`config.mk`:
```
export PLATFORM = sky130hd
export DESIGN_NAME = pwm_multi
export DESIGN_NICKNAME = d
export VERILOG_FILES = /design/src/rtl/pwm_multi.sv
export SDC_FILE = /design/constraint.sdc
export NUM_CORES = 1
export LEC_CHECK = 0
export BUFFER_PORTS_ARGS = -buffer_cell sky130_fd_sc_hd__clkbuf_2
export CAP_MARGIN = 30
export CELL_PAD_IN_SITES_DETAIL_PLACEMENT = 0
export CELL_PAD_IN_SITES_GLOBAL_PLACEMENT = 1
export CORE_UTILIZATION = 40
export CTS_BUF_LIST = sky130_fd_sc_hd__clkbuf_8 sky130_fd_sc_hd__clkbuf_16
export CTS_CLUSTER_SIZE = 28
export DETAILED_ROUTE_END_ITERATION = 7
export GPL_ROUTABILITY_DRIVEN = 0
export PLACE_DENSITY = 0.8
export SKIP_CTS_REPAIR_TIMING = 1
export SLEW_MARGIN = 20
export SYNTH_ARGS = -nofsm -noshare
export SYNTH_HDL_FRONTEND = slang
export SYNTH_SLANG_ARGS = --single-unit
```
`constraint.sdc`:
```
create_clock -name clk -period 1.8 [get_ports clk]
set_input_delay 0.09 -clock clk [delete_from_list [all_inputs] [get_ports clk]]
set_output_delay 0.09 -clock clk [all_outputs]
set_load 0.01 [all_outputs]
```
`src/rtl/pwm_multi.sv`:
```
// pwm_multi: multi-channel PWM generator for the heater and fan drivers.
//
// A shared prescaler produces a tick every prescale+1 clk cycles. A shared
// counter advances on each tick over 0..period. Channel i's raw output is
// (counter < duty_i), XORed with invert[i] and registered.
//
// Runtime changes go through a shadow set:
//   - update captures prescale/period/duty/invert into the shadow set.
//   - On the next wrap, the shadow set is copied into the active set.
// This keeps every period glitch-free. While disabled, the active set
// tracks the inputs directly.
//
// Ports:
//   clk           system clock
//   rstN          asynchronous active-low reset
//   enable        run control; low holds counters at 0, outputs inactive
//   prescale      tick every prescale+1 clk cycles
//   period        counter runs 0..period
//   duty          packed per-channel duty, channel i at [i*DataWidth +: DataWidth]
//   invert        per-channel polarity, 1 = active-low
//   update        one-cycle request to capture inputs into the shadow set
//   pwm           registered PWM outputs
//   period_start  pulse on the clk where the counter wraps to 0
//   update_ack    pulse on the clk where the shadow set becomes active
module pwm_multi #(
  parameter int DataWidth     = 10,
  parameter int NumChannels   = 4,
  parameter int PrescaleWidth = 8
) (
  input  logic                             clk,
  input  logic                             rstN,
  input  logic                             enable,
  input  logic [PrescaleWidth-1:0]         prescale,
  input  logic [DataWidth-1:0]             period,
  input  logic [NumChannels*DataWidth-1:0] duty,
  input  logic [NumChannels-1:0]           invert,
  input  logic                             update,
  output logic [NumChannels-1:0]           pwm,
  output logic                             period_start,
  output logic                             update_ack
);

  localparam logic [PrescaleWidth-1:0] PcntOne = 1;
  localparam logic [DataWidth-1:0]     CntOne  = 1;

  logic [PrescaleWidth-1:0]         pcnt;
  logic [DataWidth-1:0]             counter;

  logic [PrescaleWidth-1:0]         act_prescale;
  logic [DataWidth-1:0]             act_period;
  logic [NumChannels*DataWidth-1:0] act_duty;
  logic [NumChannels-1:0]           act_invert;

  logic [PrescaleWidth-1:0]         sh_prescale;
  logic [DataWidth-1:0]             sh_period;
  logic [NumChannels*DataWidth-1:0] sh_duty;
  logic [NumChannels-1:0]           sh_invert;
  logic                             pending;

  logic                             tick;
  logic                             wrap;
  logic                             apply;
  logic [NumChannels-1:0]           raw;

  assign tick  = (pcnt == act_prescale);
  assign wrap  = tick && (counter == act_period);
  assign apply = wrap && pending;

  // Unsigned compare: duty 0 never drives, duty > period always drives.
  always_comb begin
    raw = '0;
    for (int i = 0; i < NumChannels; i++) begin
      raw[i] = (counter < act_duty[i*DataWidth +: DataWidth]);
    end
  end

  always_ff @(posedge clk or negedge rstN) begin
    if (!rstN) begin
      pcnt         <= '0;
      counter      <= '0;
      act_prescale <= '0;
      act_period   <= '0;
      act_duty     <= '0;
      act_invert   <= '0;
      sh_prescale  <= '0;
      sh_period    <= '0;
      sh_duty      <= '0;
      sh_invert    <= '0;
      pending      <= 1'b0;
      pwm          <= '0;
      period_start <= 1'b0;
      update_ack   <= 1'b0;
    end else if (!enable) begin
      // Stopped: active set follows the inputs, so the first enabled
      // period uses whatever was presented in the last disabled clk.
      pcnt         <= '0;
      counter      <= '0;
      act_prescale <= prescale;
      act_period   <= period;
      act_duty     <= duty;
      act_invert   <= invert;
      pending      <= 1'b0;
      pwm          <= invert;
      period_start <= 1'b0;
      update_ack   <= 1'b0;
    end else begin
      pcnt <= tick ? '0 : pcnt + PcntOne;

      if (wrap) begin
        counter <= '0;
      end else if (tick) begin
        counter <= counter + CntOne;
      end

      period_start <= wrap;
      update_ack   <= apply;

      if (apply) begin
        act_prescale <= sh_prescale;
        act_period   <= sh_period;
        act_duty     <= sh_duty;
        act_invert   <= sh_invert;
      end

      // A capture in the apply clk refills the shadow set after the
      // old contents move to the active set. Pending stays set for the
      // next wrap.
      if (update) begin
        sh_prescale <= prescale;
        sh_period   <= period;
        sh_duty     <= duty;
        sh_invert   <= invert;
        pending     <= 1'b1;
      end else if (apply) begin
        pending <= 1'b0;
      end

      pwm <= raw ^ act_invert;
    end
  end

endmodule

```
==> flow_metrics.env <==
export IMPL_row_count=51
export IMPL_num_vias=6723
export IMPL_drtIter0Drc=387
export IMPL_grt_max_degree=93
export IMPL_numCtsBuffers=17
export IMPL_p_clk_frac=0.411
export IMPL_synth_area_per_cell_sq_um=10.3
export IMPL_io_buffers=71
export IMPL_hold_viol=0
export IMPL_p_sw_mw=2.33
export IMPL_synth_commonest_cells="149 x dfrtp_1, 79 x nor2_1, 72 x nand4_1"
export IMPL_synth_nets=876
export IMPL_power_mw=8.90
export IMPL_core_area_sq_um=19500
export IMPL_synth_edf_count=0
export IMPL_grt_setup_unrepaired="true"
export IMPL_netlist_area_sq_um=7970
export IMPL_synth_cell_types=43
export IMPL_outcome="finished, violations left"
export IMPL_synth_top_area_frac=0.468
export IMPL_dp_slack_ns=-0.188
export IMPL_synth_seq_area_share=0.468
export IMPL_wl_met2_um=10700
export IMPL_leakage_nw=4.76
export IMPL_period_needed_ns=1.96
export IMPL_die_h_um=143
export IMPL_ys_warn_count=0
export IMPL_path_class="reg2reg"
export IMPL_setup_viol=74
export IMPL_max_cap_viol_count=0
export IMPL_endpoint_kind="register"
export IMPL_whs_ns=0.0371
export IMPL_htreeDepth=4
export IMPL_max_freq_ghz=0.511
export IMPL_wl_per_cell_um=18.0
export IMPL_p_comb_frac=0.148
export IMPL_worstMarginPinSlew_ns=0.573
export IMPL_drc=0
export IMPL_async_reset_ff_frac=1.00
export IMPL_via_per_inst=5.59
export IMPL_dieArea_sq_um=20500
export IMPL_cp_required_ns=2.08
export IMPL_routed_wirelength_um=21600
export IMPL_clock_latency_ns=0.43
export IMPL_finClkSkew_ns=0.00993
export IMPL_arrival_ns=2.24
export IMPL_initial_core_util=0.408
export IMPL_postLayoutSetupSlackWorst_ns=-0.157
export IMPL_worst_path_max_fanout=21
export IMPL_internal_power_mw=6.57
export IMPL_p_seq_frac=0.441
export IMPL_yosys_cell_count_top_type="dfrtp_1"
export IMPL_top_layer="met4"
export IMPL_root_buffer="clkbuf_16"
export IMPL_dieWidth_um=143
export IMPL_min_period_over_period=1.09
export IMPL_grt_pass1_vias=6452
export IMPL_grt_pass1_wl_um=33600
export IMPL_clk_pin_slew_ns=0.06
export IMPL_relSlewSlack=0.618
export IMPL_wl_met1_um=10200
export IMPL_ys_flop_type="dfrtp_1"
export IMPL_synth_area_leader_cell="dfrtp_1"
export IMPL_cp_start_kind="register"
export IMPL_grt_antenna_before_repair=0
export IMPL_netlist_top_cells_area="dfrtp_1 47%, mux2_2 8.8%, ha_1 6.0%"
export IMPL_cts_sinks=149
export IMPL_hold_path_class="in2reg"
export IMPL_syn2layout_area_growth_pct=33.9
export IMPL_detailed_place_hpwl_um=13200
export IMPL_grtUsageTotal=0.211
export IMPL_swShare=0.262
export IMPL_cts_tree="done"
export IMPL_num_io_pins=72
export IMPL_nets=1028
export IMPL_powerDensity_nw_per_um2=834
export IMPL_drtPass1Iterations=4
export IMPL_violations="negative setup slack"
export IMPL_gr_total_overflow=0
export IMPL_ant_nets=0
export IMPL_synth_seq_cells=149
export IMPL_slew_viol_final=0
export IMPL_drive_above_1_share=0.316
export IMPL_diodes=0
export IMPL_synth_cells=772
export IMPL_wl_met3_um=550
export IMPL_clock_path_buffers=2
export IMPL_ir_worst_vdd_uv=682
[final cells by class]
cell class | instances | area (sq um)
Clock buffer | 18 | 439
Clock inverter | 14 | 161
Fill cell | 1767 | 8850
Inverter | 37 | 139
Multi-Input combinational cell | 517 | 4150
Sequential cell | 149 | 3730
Tap cell | 265 | 332
Timing Repair Buffer | 202 | 1730
[per-stage QoR]
stage                     std cells  setup TNS [ns]  instance area, sq um  utilization
after floorplan                 772           -1.54                  8000            -
after global placement         1099           -3.87                  8920        0.457
after detailed placement       1099           -5.61                  8920        0.457
after CTS                      1131           -7.42                  9520        0.487
after global routing           1202          -12.64                 10700        0.547
final                          1202           -6.45                 10700        0.547
[path summary, 6_finish.rpt]
kind	startpoint	to	slack, ns	depth (start not counted)
max in group asynchronous	rstN	sh_duty[26]	0.90	3
min	enable	act_duty[16]	0.04	2
min in group asynchronous	rstN	sh_duty[12]	0.19	2
min reg2reg	sh_duty[37]	sh_duty[37]	0.51	1
max reg2reg	pcnt[5]	act_prescale[0]	-0.16	7
max	pcnt[5]	act_prescale[0]	-0.16	7
[kinds of logic (layout without fill, tap and decap cells)]
kind of cell,count (synthesis),in the layout,share of synthesized area
compound gates,177,177,0.157
xor+xnor,24,24,0.0264
fa+ha+maj,38,38,0.0596
buf+inv,106,271,0.0573
flops,149,149,0.468
mux,62,62,0.0876
simple gates,216,216,0.145
[power by group through the flow]
stage          clock network (mW)  registers, mW  logic (mW)
2_1_floorplan                   0           3.92       0.718
3_3_place_gp                    0           3.96        1.10
3_5_place_dp                    0           3.97        1.12
4_1_cts                      3.71           3.91        1.13
5_1_grt                      3.85           3.97        1.46
6_report                     3.66           3.93        1.32
[worst max-delay path, stage by stage, from the launching register on]
cell and delay, ns:
dfrtp_1 0.42, xor2_2 0.21, nor4_4 0.32, buf_4 0.20, nand2_8 0.09, buf_12 0.17
o31ai_1 0.27, a31oi_1 0.13
[routing by layer]
layer	vias to the layer above	global-route usage
met5	-	0
met4	0	0.0594
met3	25	0.0372
met2	114	0.353
met1	3398	0.278
li1	3186	-
[registers in the layout (all words and copies together) (netlist names)]
register      cells
act_duty         40
sh_duty          40
act_period       10
counter          10
sh_period        10
act_prescale      8
pcnt              8
sh_prescale       8
act_invert        4
pwm               4
sh_invert         4
pending           1
period_start      1
update_ack        1
[placed cells by master (no fill, tap or decap), types with 8 or more instances in the layout]
cell	Yosys	routed
o31ai_2	0	30
buf_12	0	10
nand3_1	12	11
dfrtp_1	149	148
dlygate4sd3_1	0	64
buf_4	8	47
nor2_1	79	79
clkbuf_16	0	20
clkbuf_2	0	69
a21o_1	21	21
xor2_1	23	22
ha_1	38	32
inv_1	36	37
nand2b_1	8	8
mux2_2	62	62
nand4_1	72	72
a31oi_1	62	61
nand2_1	13	10
o31ai_1	62	32
Power figures use the tool's default switching activity.
